## config.mk

```make
export PLATFORM = sky130hd
export DESIGN_NAME = fetch_ctrl
export DESIGN_NICKNAME = d
export VERILOG_FILES = /design/src/rtl/riscv_fetch_pkg.sv /design/src/rtl/fetch_next_pc.sv /design/src/rtl/fetch_ctrl.sv
export SDC_FILE = /design/constraint.sdc
export NUM_CORES = 1
export LEC_CHECK = 0
export ABC_AREA = 1
export BUFFER_PORTS_ARGS = -buffer_cell sky130_fd_sc_hd__buf_4
export CORE_UTILIZATION = 25
export CTS_CLUSTER_DIAMETER = 100
export DETAILED_ROUTE_END_ITERATION = 6
export PLACE_DENSITY = 0.56
export SYNTH_ARGS = -nofsm -noshare
export SYNTH_HDL_FRONTEND = slang
export SYNTH_SLANG_ARGS = --single-unit
export TNS_END_PERCENT = 10
```

## constraint.sdc

```tcl
create_clock -name clk -period 4.24 [get_ports clk]
set_clock_uncertainty 0.1 [all_clocks]
set_input_delay 0.212 -clock clk [delete_from_list [all_inputs] [get_ports clk]]
set_output_delay 0.212 -clock clk [all_outputs]
set_load 0.1 [all_outputs]
```

## src/rtl/riscv_fetch_pkg.sv

```systemverilog
// riscv_fetch_pkg
//   Shared definitions for the instruction-fetch controller: datapath widths
//   and the fetch FSM state encoding.
//   Optional feature macro used by the importing files: PC_MISALIGN_TRAP_EN.
package riscv_fetch_pkg;

    localparam int XLEN       = 64;
    localparam int INSTR_W    = 32;
    localparam int ILEN_BYTES = 4;

    typedef enum logic [2:0] {
        IDLE     = 3'd0,  // one cycle after reset
        FETCH    = 3'd1,  // request issued while !stall
        WAIT_RSP = 3'd2,  // request accepted, awaiting response
        HOLD     = 3'd3,  // instruction registered and offered to decode
        DRAIN    = 3'd4   // one stale response still to be discarded
    } fetch_state_t;

endpackage

```

## src/rtl/fetch_next_pc.sv

```systemverilog
// fetch_next_pc
//   Combinational next-PC selection: jump target > branch target > pc + 4.
//   Optional feature: PC_MISALIGN_TRAP_EN. When defined, a redirect target
//   with nonzero low bits is replaced by TRAP_VEC and flagged as misaligned;
//   when undefined, redirect targets are forced to instruction alignment.
//
// Ports
//   pc            in   current PC
//   jump          in   unconditional redirect request
//   jump_target   in   jump destination
//   branch_taken  in   taken-branch redirect request
//   branch_target in   branch destination
//   redirect      out  jump | branch_taken
//   next_pc       out  PC to load when redirecting or advancing
//   raw_target    out  selected target before substitution (macro only)
//   misalign      out  selected target is misaligned (macro only)
module fetch_next_pc #(
    parameter int               XLEN     = 64,
    parameter logic [XLEN-1:0]  TRAP_VEC = 64'h100
) (
    input  logic [XLEN-1:0] pc,
    input  logic            jump,
    input  logic [XLEN-1:0] jump_target,
    input  logic            branch_taken,
    input  logic [XLEN-1:0] branch_target,
    output logic            redirect,
    output logic [XLEN-1:0] next_pc
`ifdef PC_MISALIGN_TRAP_EN
    ,
    output logic [XLEN-1:0] raw_target,
    output logic            misalign
`endif
);
    import riscv_fetch_pkg::*;

    localparam logic [XLEN-1:0] STEP       = XLEN'(ILEN_BYTES);
    localparam logic [XLEN-1:0] ALIGN_MASK = ~(STEP - XLEN'(1));

    logic [XLEN-1:0] target;

    always_comb begin
        target   = jump ? jump_target : branch_target;
        redirect = jump | branch_taken;
`ifdef PC_MISALIGN_TRAP_EN
        raw_target = target;
        misalign   = 1'b0;
        if (redirect) begin
            if ((target & ~ALIGN_MASK) != '0) begin
                next_pc  = TRAP_VEC;
                misalign = 1'b1;
            end else begin
                next_pc = target;
            end
        end else begin
            next_pc = pc + STEP;
        end
`else
        // Low bits of a redirect target are simply cleared.
        if (redirect) begin
            next_pc = target & ALIGN_MASK;
        end else begin
            next_pc = pc + STEP;
        end
`endif
    end

endmodule

```

## src/rtl/fetch_ctrl.sv

```systemverilog
// fetch_ctrl
//   Instruction-fetch controller. Owns the PC, issues one imem request at a
//   time, applies jump/branch redirects and hazard stalls, and hands each
//   fetched instruction to decode.
//   Optional feature macro: PC_MISALIGN_TRAP_EN (misaligned redirect targets
//   trap to TRAP_VEC; adds misalign_exc and exc_addr ports).
//
// Handshakes: a transfer happens in a cycle where valid & ready are both
//   high at the rising edge. imem_req_valid is not sticky (it follows stall).
//   if_valid/if_pc/if_instr hold steady until if_ready or a redirect.
//
// Ports
//   clk, rst_n                    clock, asynchronous active-low reset
//   stall                         blocks new request issue in FETCH
//   jump, jump_target             execute redirect (highest priority)
//   branch_taken, branch_target   execute taken-branch redirect
//   imem_req_valid/ready/addr     request channel (addr is the PC register)
//   imem_rsp_valid/data           response strobe and instruction word
//   if_valid/ready/pc/instr       decode handoff
//   flush                         combinational jump | branch_taken
//   misalign_exc, exc_addr        misaligned-target trap report (macro only)
module fetch_ctrl #(
    parameter int               XLEN     = 64,
    parameter logic [XLEN-1:0]  RESET_PC = 64'h0,
    parameter logic [XLEN-1:0]  TRAP_VEC = 64'h100
) (
    input  logic            clk,
    input  logic            rst_n,
    input  logic            stall,
    input  logic            jump,
    input  logic [XLEN-1:0] jump_target,
    input  logic            branch_taken,
    input  logic [XLEN-1:0] branch_target,
    output logic            imem_req_valid,
    input  logic            imem_req_ready,
    output logic [XLEN-1:0] imem_req_addr,
    input  logic            imem_rsp_valid,
    input  logic [31:0]     imem_rsp_data,
    output logic            if_valid,
    input  logic            if_ready,
    output logic [XLEN-1:0] if_pc,
    output logic [31:0]     if_instr,
    output logic            flush
`ifdef PC_MISALIGN_TRAP_EN
    ,
    output logic            misalign_exc,
    output logic [XLEN-1:0] exc_addr
`endif
);
    import riscv_fetch_pkg::*;

    fetch_state_t        state_q, state_d;
    logic [XLEN-1:0]     pc_q, pc_d;
    logic                if_valid_q, if_valid_d;
    logic [XLEN-1:0]     if_pc_q, if_pc_d;
    logic [INSTR_W-1:0]  if_instr_q, if_instr_d;

    logic                redirect;
    logic [XLEN-1:0]     next_pc;
    logic                req_accept;

`ifdef PC_MISALIGN_TRAP_EN
    logic                misalign;
    logic [XLEN-1:0]     raw_target;
    logic                misalign_exc_q, misalign_exc_d;
    logic [XLEN-1:0]     exc_addr_q, exc_addr_d;
`endif

    fetch_next_pc #(
        .XLEN     (XLEN),
        .TRAP_VEC (TRAP_VEC)
    ) u_next_pc (
        .pc            (pc_q),
        .jump          (jump),
        .jump_target   (jump_target),
        .branch_taken  (branch_taken),
        .branch_target (branch_target),
        .redirect      (redirect),
        .next_pc       (next_pc)
`ifdef PC_MISALIGN_TRAP_EN
        ,
        .raw_target    (raw_target),
        .misalign      (misalign)
`endif
    );

    assign imem_req_valid = (state_q == FETCH) && !stall;
    assign imem_req_addr  = pc_q;
    assign req_accept     = imem_req_valid && imem_req_ready;

    assign if_valid = if_valid_q;
    assign if_pc    = if_pc_q;
    assign if_instr = if_instr_q;
    assign flush    = rst_n & redirect;

    always_comb begin
        state_d    = state_q;
        pc_d       = pc_q;
        if_valid_d = if_valid_q;
        if_pc_d    = if_pc_q;
        if_instr_d = if_instr_q;

        // A redirect wins over every other event; any response seen in the
        // same cycle belongs to the abandoned path and is dropped.
        case (state_q)
            IDLE: begin
                state_d = FETCH;
                if (redirect) pc_d = next_pc;
            end
            FETCH: begin
                if (redirect) begin
                    pc_d    = next_pc;
                    // An accepted request still owes a response: drain it.
                    state_d = req_accept ? DRAIN : FETCH;
                end else if (req_accept) begin
                    state_d = WAIT_RSP;
                end
            end
            WAIT_RSP: begin
                if (redirect) begin
                    pc_d    = next_pc;
                    state_d = imem_rsp_valid ? FETCH : DRAIN;
                end else if (imem_rsp_valid) begin
                    if_valid_d = 1'b1;
                    if_pc_d    = pc_q;
                    if_instr_d = imem_rsp_data;
                    state_d    = HOLD;
                end
            end
            HOLD: begin
                if (redirect || if_ready) begin
                    // next_pc is the target on redirect, pc + 4 otherwise.
                    pc_d       = next_pc;
                    if_valid_d = 1'b0;
                    state_d    = FETCH;
                end
            end
            DRAIN: begin
                if (redirect) pc_d = next_pc;
                if (imem_rsp_valid) state_d = FETCH;
            end
            default: state_d = IDLE;
        endcase
    end

`ifdef PC_MISALIGN_TRAP_EN
    always_comb begin
        misalign_exc_d = redirect && misalign;
        exc_addr_d     = (redirect && misalign) ? raw_target : exc_addr_q;
    end

    assign misalign_exc = misalign_exc_q;
    assign exc_addr     = exc_addr_q;
`endif

    always_ff @(posedge clk or negedge rst_n) begin
        if (!rst_n) begin
            state_q        <= IDLE;
            pc_q           <= RESET_PC;
            if_valid_q     <= 1'b0;
            if_pc_q        <= '0;
            if_instr_q     <= '0;
`ifdef PC_MISALIGN_TRAP_EN
            misalign_exc_q <= 1'b0;
            exc_addr_q     <= '0;
`endif
        end else begin
            state_q        <= state_d;
            pc_q           <= pc_d;
            if_valid_q     <= if_valid_d;
            if_pc_q        <= if_pc_d;
            if_instr_q     <= if_instr_d;
`ifdef PC_MISALIGN_TRAP_EN
            misalign_exc_q <= misalign_exc_d;
            exc_addr_q     <= exc_addr_d;
`endif
        end
    end

endmodule

```

==> metrics.yaml, run 1 <==
outcome:
  status: "finished, final reports clean"
yosys:
  avgSynthCellArea_sq_um: 7.18
  netlist_top_cells_area: "dfrtp_1, nor2_1, nand2_1, o21ai_0, a21oi_1"
  synthCells: 1304
  yosysTopAreaCell: "dfrtp_1"
  ys_seq_elements: 160
  ys_warn_count: 0
  synth_top_area_frac: 0.427
  ys_seq_area_frac: 0.427
  synth_area_sq_um: 9370
  synth_edf_count: 0
  ys_async_sr_fraction: 1.00
  synth_cell_types: 34
  synth_ff_type: "dfrtp_1"
detailed_routing:
  wl_per_cell_um: 18.4
  drc: 0
  dr.pass1.iters: 5
  drtIter0Drc: 580
  postRouteAntennaNets: 0
  wl_mm: 39.0
  vias_per_cell: 4.66
  num_vias: 9863
cts:
  cts_resized: 0
  cts_tree: "done"
  clkTransAtPathRegs_ns: 0.08
  clock-sinks: 160
  worstSkewPairLatency_ns: 0.45
  numCtsBuffers: 17
  cts_buffer_depth: 2
  h-tree-depth: 4
  cts_root_buf: "clkbuf_16"
final_layout:
  layout_common_cells: "buf_4, nor2_1, nand2_1"
  final_area_sq_um: 13000
  nets: 1804
  synthToLayoutAreaGrowth_pct: 39.2
  drive_gt1_frac: 0.251
  final_common_cell: "buf_4"
critical_path:
  critPathArrivalTime_ns: 2.64
  crit_required_ns: 4.50
  rr_endpoint: "imem_req_addr[3]$_DFFE_PN0P_"
  r2r_cells: 9
  crit_slowest_cell: "inv_2"
  critPathCaptureType: "flip-flop"
  critPathKind: "flip-flop to flip-flop"
  crit_start: "state_q[1]$_DFFE_PN0P_"
  max_stage_delay_ns: 0.51
  crit_chain: "or2_2, nand2_1, o21ai_1, inv_1, nand2_2, inv_2, buf_4, o211ai_1, o21ai_1"
  rrSetupSlack_ns: 1.86
  start_kind: "flip-flop"
  cp_max_fo: 34
  cpMostUsedCell: "o21ai_1"
  r2r_start: "state_q[1]$_DFFE_PN0P_"
timing:
  rsz0062_at_grt: "false"
  slew_headroom: 0.473
  fin_ws_ns: 1.86
  setup_tns_ns: 0
  fmax_ghz: 0.421
  hold_viol: 0
  finalSetupViolCount: 0
  maxSlewViolCount: 0
  finalCritPeriodShare: 0.561
  fin_crit_ns: 2.38
  tightest_slew_ns: 0.791
global_routing:
  first_global_vias: 9592
  grt_pass1_wl_mm: 58.3
  grt_busiest_layer: "met2"
  grt.total_usage: 0.204
  grt_antenna_before_repair: 2
  overflow: 0
  grt_max_degree: 121
  use_met1: 0.272
  grtUsageMet2: 0.329
  gr-usage-met3: 0.0359
die:
  coreArea_sq_um: 36800
  pin_count: 331
  die_area_sq_um: 38300
  die_h_um: 196
  row_count: 70
  die_w_um: 196
  initial_core_util: 0.255
place:
  hpwl_mm: 29.0
  pre_cts_ws_ns: 1.75
  port_buffers: 322
  place_area_sq_um: 12200
  routabilityCongestion: 0.913
power_and_ir_drop:
  leakage_uw: 0.00657
  total_power_uw: 11900
  p_per_area_nw_per_um2: 913
  ir_drop_mv: 0.383
worst_hold_path:
  hold_path.class: "input pin to flip-flop"
  min_to: "imem_req_addr[10]$_DFFE_PN0P_"
  hold_path_depth: 3
  min_from: "jump_target[10]"
job:
  drv_cap: 0
cells by family (layout without fill, tap and decap cells):
family	Yosys count	after routing	synth area share
flip-flops	160	160	0.427
AND/OR/NAND/NOR	657	657	0.280
multiplexers	34	34	0.0545
XOR/XNOR	2	2	0.00187
buffers and inverters	175	516	0.0848
other	1	6	0.000400
adder cells (fa/ha/maj)	1	1	0.00134
AO/OA/AOI/OAI	274	274	0.150
worst max-delay path: cells and delay by family, from the launching register on:
family / cells / cell delay, ns
AO/OA/AOI/OAI: 3 / 0.31
buffers and inverters: 3 / 1.02
AND/OR/NAND/NOR: 3 / 0.44
flip-flops: 1 / 0.42
through the flow:
| stage | std cells | hold slack (ns) | util |
|---|---|---|---|
| after floorplan | 1307 | -0.184 | - |
| final | 2118 | 0.0316 | 0.355 |
| after global placement | 2050 | 0.0628 | 0.331 |
| after CTS | 2116 | 0.00994 | 0.354 |
| after global routing | 2118 | 0.0416 | 0.355 |
| after detailed placement | 2050 | 0.0708 | 0.331 |
routing by layer:
| layer | up-vias | routed length, um |
|---|---|---|
| li1 | 4888 | - |
| met1 | 4612 | 17700 |
| met2 | 318 | 18100 |
| met3 | 45 | 2050 |
| met4 | 0 | 1040 |
| met5 | - | 0 |
worst max path at each step:
| stage | slack, ns | depth (start not counted) | end |
|---|---|---|---|
| floorplan | 1.77 | 10 | imem_req_addr[58]$_DFFE_PN0P_ |
| global placement | 1.81 | 9 | imem_req_addr[3]$_DFFE_PN0P_ |
| detailed placement | 1.75 | 10 | imem_req_addr[3]$_DFFE_PN0P_ |
| CTS | 1.76 | 9 | imem_req_addr[3]$_DFFE_PN0P_ |
| global route | 1.63 | 9 | imem_req_addr[3]$_DFFE_PN0P_ |
| finish | 1.86 | 9 | imem_req_addr[3]$_DFFE_PN0P_ |
cell type report:
class / count / area, sq um
antenna: 2 / 5.00
sequential: 160 / 4000
clock inverter: 12 / 85.1
fill: 3997 / 23700
inverter: 114 / 428
clock buffer: 20 / 457
tap: 468 / 586
multi-input combinational: 972 / 4590
timing repair buffer: 370 / 2890
Yosys cell counts (3+ instances only):
cell type,instances
nor2_2,4
buf_4,10
buf_2,8
dfrtp_1,160
a31oi_1,8
nor2_1,305
a22oi_1,3
nor2_4,3
o21ai_0,128
o22ai_1,6
nand3_1,62
nand2_1,265
clkbuf_1,25
inv_1,111
nor3_1,3
buf_1,6
a21oi_1,108
o21ai_1,17
mux2_4,34
nand4_1,11
buf_6,12
where the power goes:
| group | internal (uW) | switching [uW] |
|---|---|---|
| combinational | 1550 | 6120 |
| clock | 781 | 679 |
| sequential | 2160 | 628 |
timing repair:
action | 4_1_cts | 5_1_grt
endpoints found under the hold margin | 73 | 0
buffers inserted | 0 | 0
hold buffers | 34 | 0
registers in the layout, indices dropped and copies added (netlist names):
| name | cells |
|---|---|
| if_instr | 32 |
| if_pc | 62 |
| if_valid | 1 |
| imem_req_addr | 62 |
| state_q | 3 |
Power figures use the tool's default switching activity.
==> run 2: changes to the inputs <==
- PLACE_DENSITY: 0.56 -> 0.57
- clock period: 4.24 -> 2.1 ns (I/O delays scaled with it)
==> run 2 against run 1 <==
Net effect: via count up 4.3%; sequential share of layout area decreased by 1.8 points; sequential power is 100% higher; register-to-register slack got worse by 1.8 ns; non-clock buffer count up 86; design area increased by 7.5%; utilization is 2.7 points higher; clock power rose by 110%; combinational power increased by 110%; largest power group unchanged; total power is 110% higher.
==> metrics.yaml, run 2 (synthesized netlist as in run 1, its figures left out) <==
power_and_ir_drop:
  leakage_uw: 0.00699  # +6.3%
  p_per_area_nw_per_um2: 1760  # +93%
  internal-power_uw: 9570  # +110%
  power_switching_uw: 15100  # +100%
  netSwitchingFraction: 0.612  # -0.0107
  p_seq_frac: 0.229  # -0.005
  ir_drop_mv: 0.756  # +98%
  p_clk_frac: 0.126  # +0.004
  p_comb_frac: 0.645  # about the same
final_layout:
  drive_gt1_frac: 0.288  # +0.0366
  finish.utilization: 0.381  # +0.0268
  layout_common_cells: "buf_4, nor2_1, nand2_1"
  nets: 1890  # +4.8%
  synthToLayoutAreaGrowth_pct: 49.7
  final_common_cell: "buf_4"
critical_path:
  cpMostUsedCell: "nand2_1"
  critPathArrivalTime_ns: 2.27  # -0.37 ns
  max_stage_delay_ns: 0.44  # -0.07 ns
  cp_max_fo: 5  # -85%
  crit_chain: "ha_1, nand2_1, nor2_4, nand2_2, nor2_2, nand2_1, o21ai_0, nand3_1, a21oi_1"
  critPathKind: "flip-flop to flip-flop"
  critPathCaptureType: "flip-flop"
  crit_required_ns: 2.37  # -2.13 ns
  start_kind: "flip-flop"
  crit_slowest_cell: "dfrtp_4"
  worst-path-buf-inv: 0  # -3
  cp_top_family: "simple AND/OR/NAND/NOR gates"
job:
  drv_cap: 0  # unchanged
place:
  routabilityCongestion: 0.900  # -1.4%
  hpwl_mm: 31.0  # +6.8%
  port_buffers: 322  # unchanged
outcome:
  status: "finished, final reports clean"
cts:
  cts_tree: "done"
  numCtsBuffers: 17  # unchanged
  clock-sinks: 160  # unchanged
  cts_root_buf: "clkbuf_16"
  h-tree-depth: 4  # unchanged
  cts_buffer_depth: 2  # unchanged
  clkTransAtPathRegs_ns: 0.07  # about the same
  cts_setup_buffers: 0  # unchanged
  worstSkewPairLatency_ns: 0.44  # about the same
die:
  row_count: 70  # unchanged
  die_h_um: 196  # unchanged
  die_area_sq_um: 38300  # unchanged
  coreArea_sq_um: 36800  # unchanged
  initial_core_util: 0.255  # unchanged
  pin_count: 331  # unchanged
  die_w_um: 196  # unchanged
detailed_routing:
  num_vias: 10300  # +4.3%
  vias_per_cell: 4.67  # +0.26%
  drtIter0Drc: 717  # +24%
  wl_mm: 41.2  # +5.7%
  postRouteAntennaNets: 0  # unchanged
  drc: 0  # unchanged
  wl_per_cell_um: 18.7  # +1.6%
  dr.pass1.iters: 5  # unchanged
timing:
  slew_headroom: 0.635  # +0.162
  rsz0062_at_grt: "true"
  hold_ws_ns: 0.00648  # -0.0251 ns
  finalCritPeriodShare: 0.952  # +0.392
  tightest_slew_ns: 0.548  # -0.244 ns
  fin_crit_ns: 2.00  # -0.378 ns
  hold_viol: 0  # unchanged
  fmax_ghz: 0.500  # +19%
  setup_tns_ns: 0  # unchanged
  maxSlewViolCount: 0  # unchanged
  finalSetupViolCount: 0  # unchanged
global_routing:
  overflow: 0  # unchanged
  grt_max_degree: 92  # -24%
  grt_antenna_before_repair: 2  # unchanged
  grt_pass1_wl_mm: 61.1  # +4.9%
  first_global_vias: 10100  # +4.9%
  grt.total_usage: 0.215  # +0.0105
worst_hold_path:
  hold_path.class: "input pin to flip-flop"
-- run 2: cell count changes in the layout (fill, tap and decap cells not counted), moves of 3 or more --
cell / before / now
buf_12: 2 / 10
dfrtp_1: 160 / 125
o21ai_0: 128 / 123
o21ai_1: 17 / 22
dlygate4sd3_1: 34 / 80
dfrtp_2: 0 / 33
buf_4: 333 / 364
nand2_1: 264 / 259
nor2_2: 4 / 8
nand2_2: 1 / 6
nor2_1: 305 / 299
clkbuf_1: 1 / 4
-- run 2: final timing paths --
| kind | from | end | slack [ns] | cells after the start |
|---|---|---|---|---|
| max in group asynchronous | rst_n | imem_req_addr[33]$_DFFE_PN0P_ | 1.25 | 3 |
| hold / removal | branch_target[18] | imem_req_addr[18]$_DFFE_PN0P_ | 0.006 | 5 |
| setup reg to reg | imem_req_addr[2]$_DFFE_PN0P_ | imem_req_addr[62]$_DFFE_PN0P_ | 0.10 | 9 |
| setup / recovery | imem_req_addr[2]$_DFFE_PN0P_ | imem_req_addr[62]$_DFFE_PN0P_ | 0.10 | 9 |
| hold reg to reg | if_pc[40]$_DFFE_PN0P_ | if_pc[40]$_DFFE_PN0P_ | 0.38 | 2 |
| min in group asynchronous | rst_n | imem_req_addr[3]$_DFFE_PN0P_ | 0.14 | 3 |
-- run 2: timing repair --
item | in CTS | in global routing
hold buffers | 80 | 0
setup endpoints to repair | 0 | 26
resized for setup | 0 | 20
endpoints found under the hold margin | 222 | 0
-- run 2: metrics by stage --
step | instance area (sq um) | worst slack, ns | instances | total power (uW)
floorplan | 9430 | -0.0659 | 1307 | 17400
global placement | 12600 | 0.0882 | 2090 | 21400
detailed placement | 12600 | 0.0494 | 2090 | 21500
CTS | 14000 | 0.0101 | 2202 | 24800
global route | 14000 | -0.0770 | 2204 | 25800
finish | 14000 | 0.100 | 2204 | 24700
-- run 2: layout make-up --
type	instances	area [sq um]
antenna	2	5.00
clock buffer	22	454
clock inverter	10	113
fill	3848	22800
inverter	114	428
multi-input combinational	972	4640
sequential	160	4050
tap	468	586
timing repair buffer	456	3760
-- run 2: worst reg2reg max path: stages, from the launching register on --
cell and delay, ns:
dfrtp_4 0.44, ha_1 0.17, nand2_1 0.10, nor2_4 0.21
nand2_2 0.13, nor2_2 0.22, nand2_1 0.14, o21ai_0 0.18
nand3_1 0.09, a21oi_1 0.15
-- run 2: power groups by stage --
stage | registers, uW | clock network [uW] | logic [uW]
3_5_place_dp | 5690 | 0 | 15800
5_1_grt | 5850 | 3330 | 16600
2_1_floorplan | 14600 | 0 | 2790
4_1_cts | 5650 | 3230 | 16000
3_3_place_gp | 5630 | 0 | 15800
6_report | 5650 | 3120 | 15900
-- run 2: layer usage --
metal,GRT usage,routed length [um],up-vias
li1,-,-,5047
met1,0.286,19000,4865
met2,0.351,19000,332
met3,0.0387,2240,46
met4,0.0685,868,0
met5,0,0,-
==> run 3: changes to the inputs <==
- CORE_UTILIZATION: 25 -> 42
- CTS_BUF_LIST: unset -> sky130_fd_sc_hd__clkbuf_16
- PLACE_DENSITY: 0.57 -> 0.82
==> run 3 against run 2 <==
Net effect: register-to-register slack about the same; fmax decreased by 0.71%; non-clock buffer count decreased by 35; highest routed layer unchanged; global-route usage increased by 9.4 points; clock-buffer cell count decreased by 5; critical endpoint is now imem_req_addr[42]$_DFFE_PN0P_.
==> metrics.yaml, run 3 (synthesized netlist as in run 1, its figures left out) <==
final_layout:
  layout_common_cells: "buf_4, nor2_1, nand2_1"
  fillers: 2004  # -48%
  nets: 1855  # -1.9%
  synthToLayoutAreaGrowth_pct: 43.4
  final_area_sq_um: 13400  # -4.3%
  drive_gt1_frac: 0.285  # -0.00231
  final_common_cell: "buf_4"
  diodes: 0  # -2
  stdcell_count: 1979  # -10%
place:
  placed_cells: 1886  # -9.8%
  place_area_sq_um: 12200  # -3.0%
  hpwl_mm: 26.3  # -15%
  routabilityCongestion: 0.946  # +5.1%
  port_buffers: 322  # unchanged
detailed_routing:
  drtIter0Drc: 789  # +10%
  dr.pass1.iters: 5  # unchanged
  drc: 0  # unchanged
  postRouteAntennaNets: 0  # unchanged
  wl_per_cell_um: 18.1  # -3.3%
  num_vias: 10400  # +1.2%
  vias_per_cell: 5.26  # +13%
  wl_mm: 35.8  # -13%
timing:
  setup_tns_ns: 0  # unchanged
  fin_crit_ns: 2.01  # +0.0142 ns
  rsz0062_at_grt: "true"
  hold_viol: 0  # unchanged
  tightest_slew_ns: 0.561  # +0.0133 ns
  fmax_ghz: 0.496  # -0.71%
  finalSetupViolCount: 0  # unchanged
  finalCritPeriodShare: 0.959  # +0.00677
  maxSlewViolCount: 0  # unchanged
  hold_ws_ns: 0.00542  # -0.00106 ns
  slew_headroom: 0.626  # -0.00886
cts:
  numCtsBuffers: 17  # unchanged
  cts_buffer_depth: 2  # unchanged
  worstSkewPairLatency_ns: 0.43  # about the same
  cts_tree: "done"
  clkTransAtPathRegs_ns: 0.07  # about the same
  cts_root_buf: "clkbuf_16"
  h-tree-depth: 4  # unchanged
  clock-sinks: 160  # unchanged
power_and_ir_drop:
  p_per_area_nw_per_um2: 1810  # +2.8%
  leakage_uw: 0.00682  # -2.5%
  ir_drop_mv: 1.08  # +43%
critical_path:
  crit_path_end: "imem_req_addr[42]$_DFFE_PN0P_"
  r2r_cells: 10  # +1
  crit_chain: "ha_1, nand2_1, nor2_4, nand2_1, nor2_4, buf_12, nand2_1, o21ai_0, nand3_1, a21oi_1"
  cp_top_family: "simple AND/OR/NAND/NOR gates"
  rr_endpoint: "imem_req_addr[42]$_DFFE_PN0P_"
  max_stage_delay_ns: 0.44  # about the same
  worst-path-buf-inv: 1  # +1
  crit_cells: 10  # +1
  crit_required_ns: 2.36  # about the same
  critPathArrivalTime_ns: 2.27  # about the same
  r2r_start: "imem_req_addr[2]$_DFFE_PN0P_"
  start_kind: "flip-flop"
  crit_start: "imem_req_addr[2]$_DFFE_PN0P_"
  cpMostUsedCell: "nand2_1"
  cp_max_fo: 5  # unchanged
  critPathKind: "flip-flop to flip-flop"
  critPathCaptureType: "flip-flop"
  rrSetupSlack_ns: 0.09  # about the same
  crit_slowest_cell: "dfrtp_4"
global_routing:
  grt.total_usage: 0.309  # +0.0944
  first_global_vias: 9726  # -3.3%
  grt_antenna_before_repair: 0  # -2
  grt_max_degree: 82  # -11%
  grt_pass1_wl_mm: 53.3  # -13%
  overflow: 0  # unchanged
die:
  die_w_um: 151  # -23%
  initial_core_util: 0.429  # +0.175
  die_h_um: 151  # -23%
  row_count: 54  # -23%
  die_area_sq_um: 22900  # -40%
  coreArea_sq_um: 21800  # -41%
  pin_count: 331  # unchanged
outcome:
  status: "finished, final reports clean"
job:
  drv_cap: 0  # unchanged
worst_hold_path:
  hold_path.class: "input pin to flip-flop"
-- run 3: what timing repair did --
item	CTS	global route
resized for setup	0	11
hold buffers	59	0
setup buffers	0	2
hold endpoints to repair	210	0
endpoints found under the setup margin	0	24
-- run 3: stage by stage --
| stage | total power (uW) | setup slack [ns] | util |
|---|---|---|---|
| finish | 24300 | 0.0859 | 0.616 |
| global route | 25200 | -0.0520 | 0.616 |
| global placement | 21000 | 0.129 | 0.560 |
| CTS | 24300 | 0.0303 | 0.613 |
| floorplan | 17400 | -0.0659 | - |
| detailed placement | 21200 | 0.0660 | 0.560 |
-- run 3: worst reg2reg max path: stages (launching register included) --
cell and delay [ns]:
dfrtp_4 0.44, ha_1 0.16, nand2_1 0.10, nor2_4 0.18, nand2_1 0.17, nor2_4 0.18, buf_12 0.13, nand2_1 0.08
o21ai_0 0.17, nand3_1 0.08, a21oi_1 0.14
-- run 3: how the worst min path moves through the flow --
stage,depth (start not counted),end,start,slack [ns]
floorplan,0,if_instr[0]$_DFFE_PN0P_,rst_n,-0.29
global placement,2,if_pc[2]$_DFFE_PN0P_,rst_n,0.07
detailed placement,2,if_pc[3]$_DFFE_PN0P_,rst_n,0.07
CTS,5,imem_req_addr[29]$_DFFE_PN0P_,branch_target[29],0.00009
global route,5,imem_req_addr[29]$_DFFE_PN0P_,branch_target[29],0.02
finish,5,imem_req_addr[29]$_DFFE_PN0P_,branch_target[29],0.005
-- run 3: layout make-up --
cell class	instances	area (sq um)	area share
timing repair buffer	421	3420	0.255
multi-input combinational	972	4620	0.344
tap	280	350	0.0261
clock buffer	17	425	0.0317
clock inverter	15	128	0.00950
inverter	114	428	0.0319
sequential	160	4050	0.302
-- run 3: per-layer routing --
layer / global-route usage / part of all wire
met1: 0.422 / 0.42
met5: 0 / 0
met4: 0.113 / 0.027
met2: 0.500 / 0.47
met3: 0.0398 / 0.084
-- run 3: power breakdown --
part / leakage [uW] / switching (uW) / internal (uW)
clock network: 0.000265 / 1450 / 1550
registers: 0.00196 / 1220 / 4420
logic: 0.00459 / 12400 / 3270
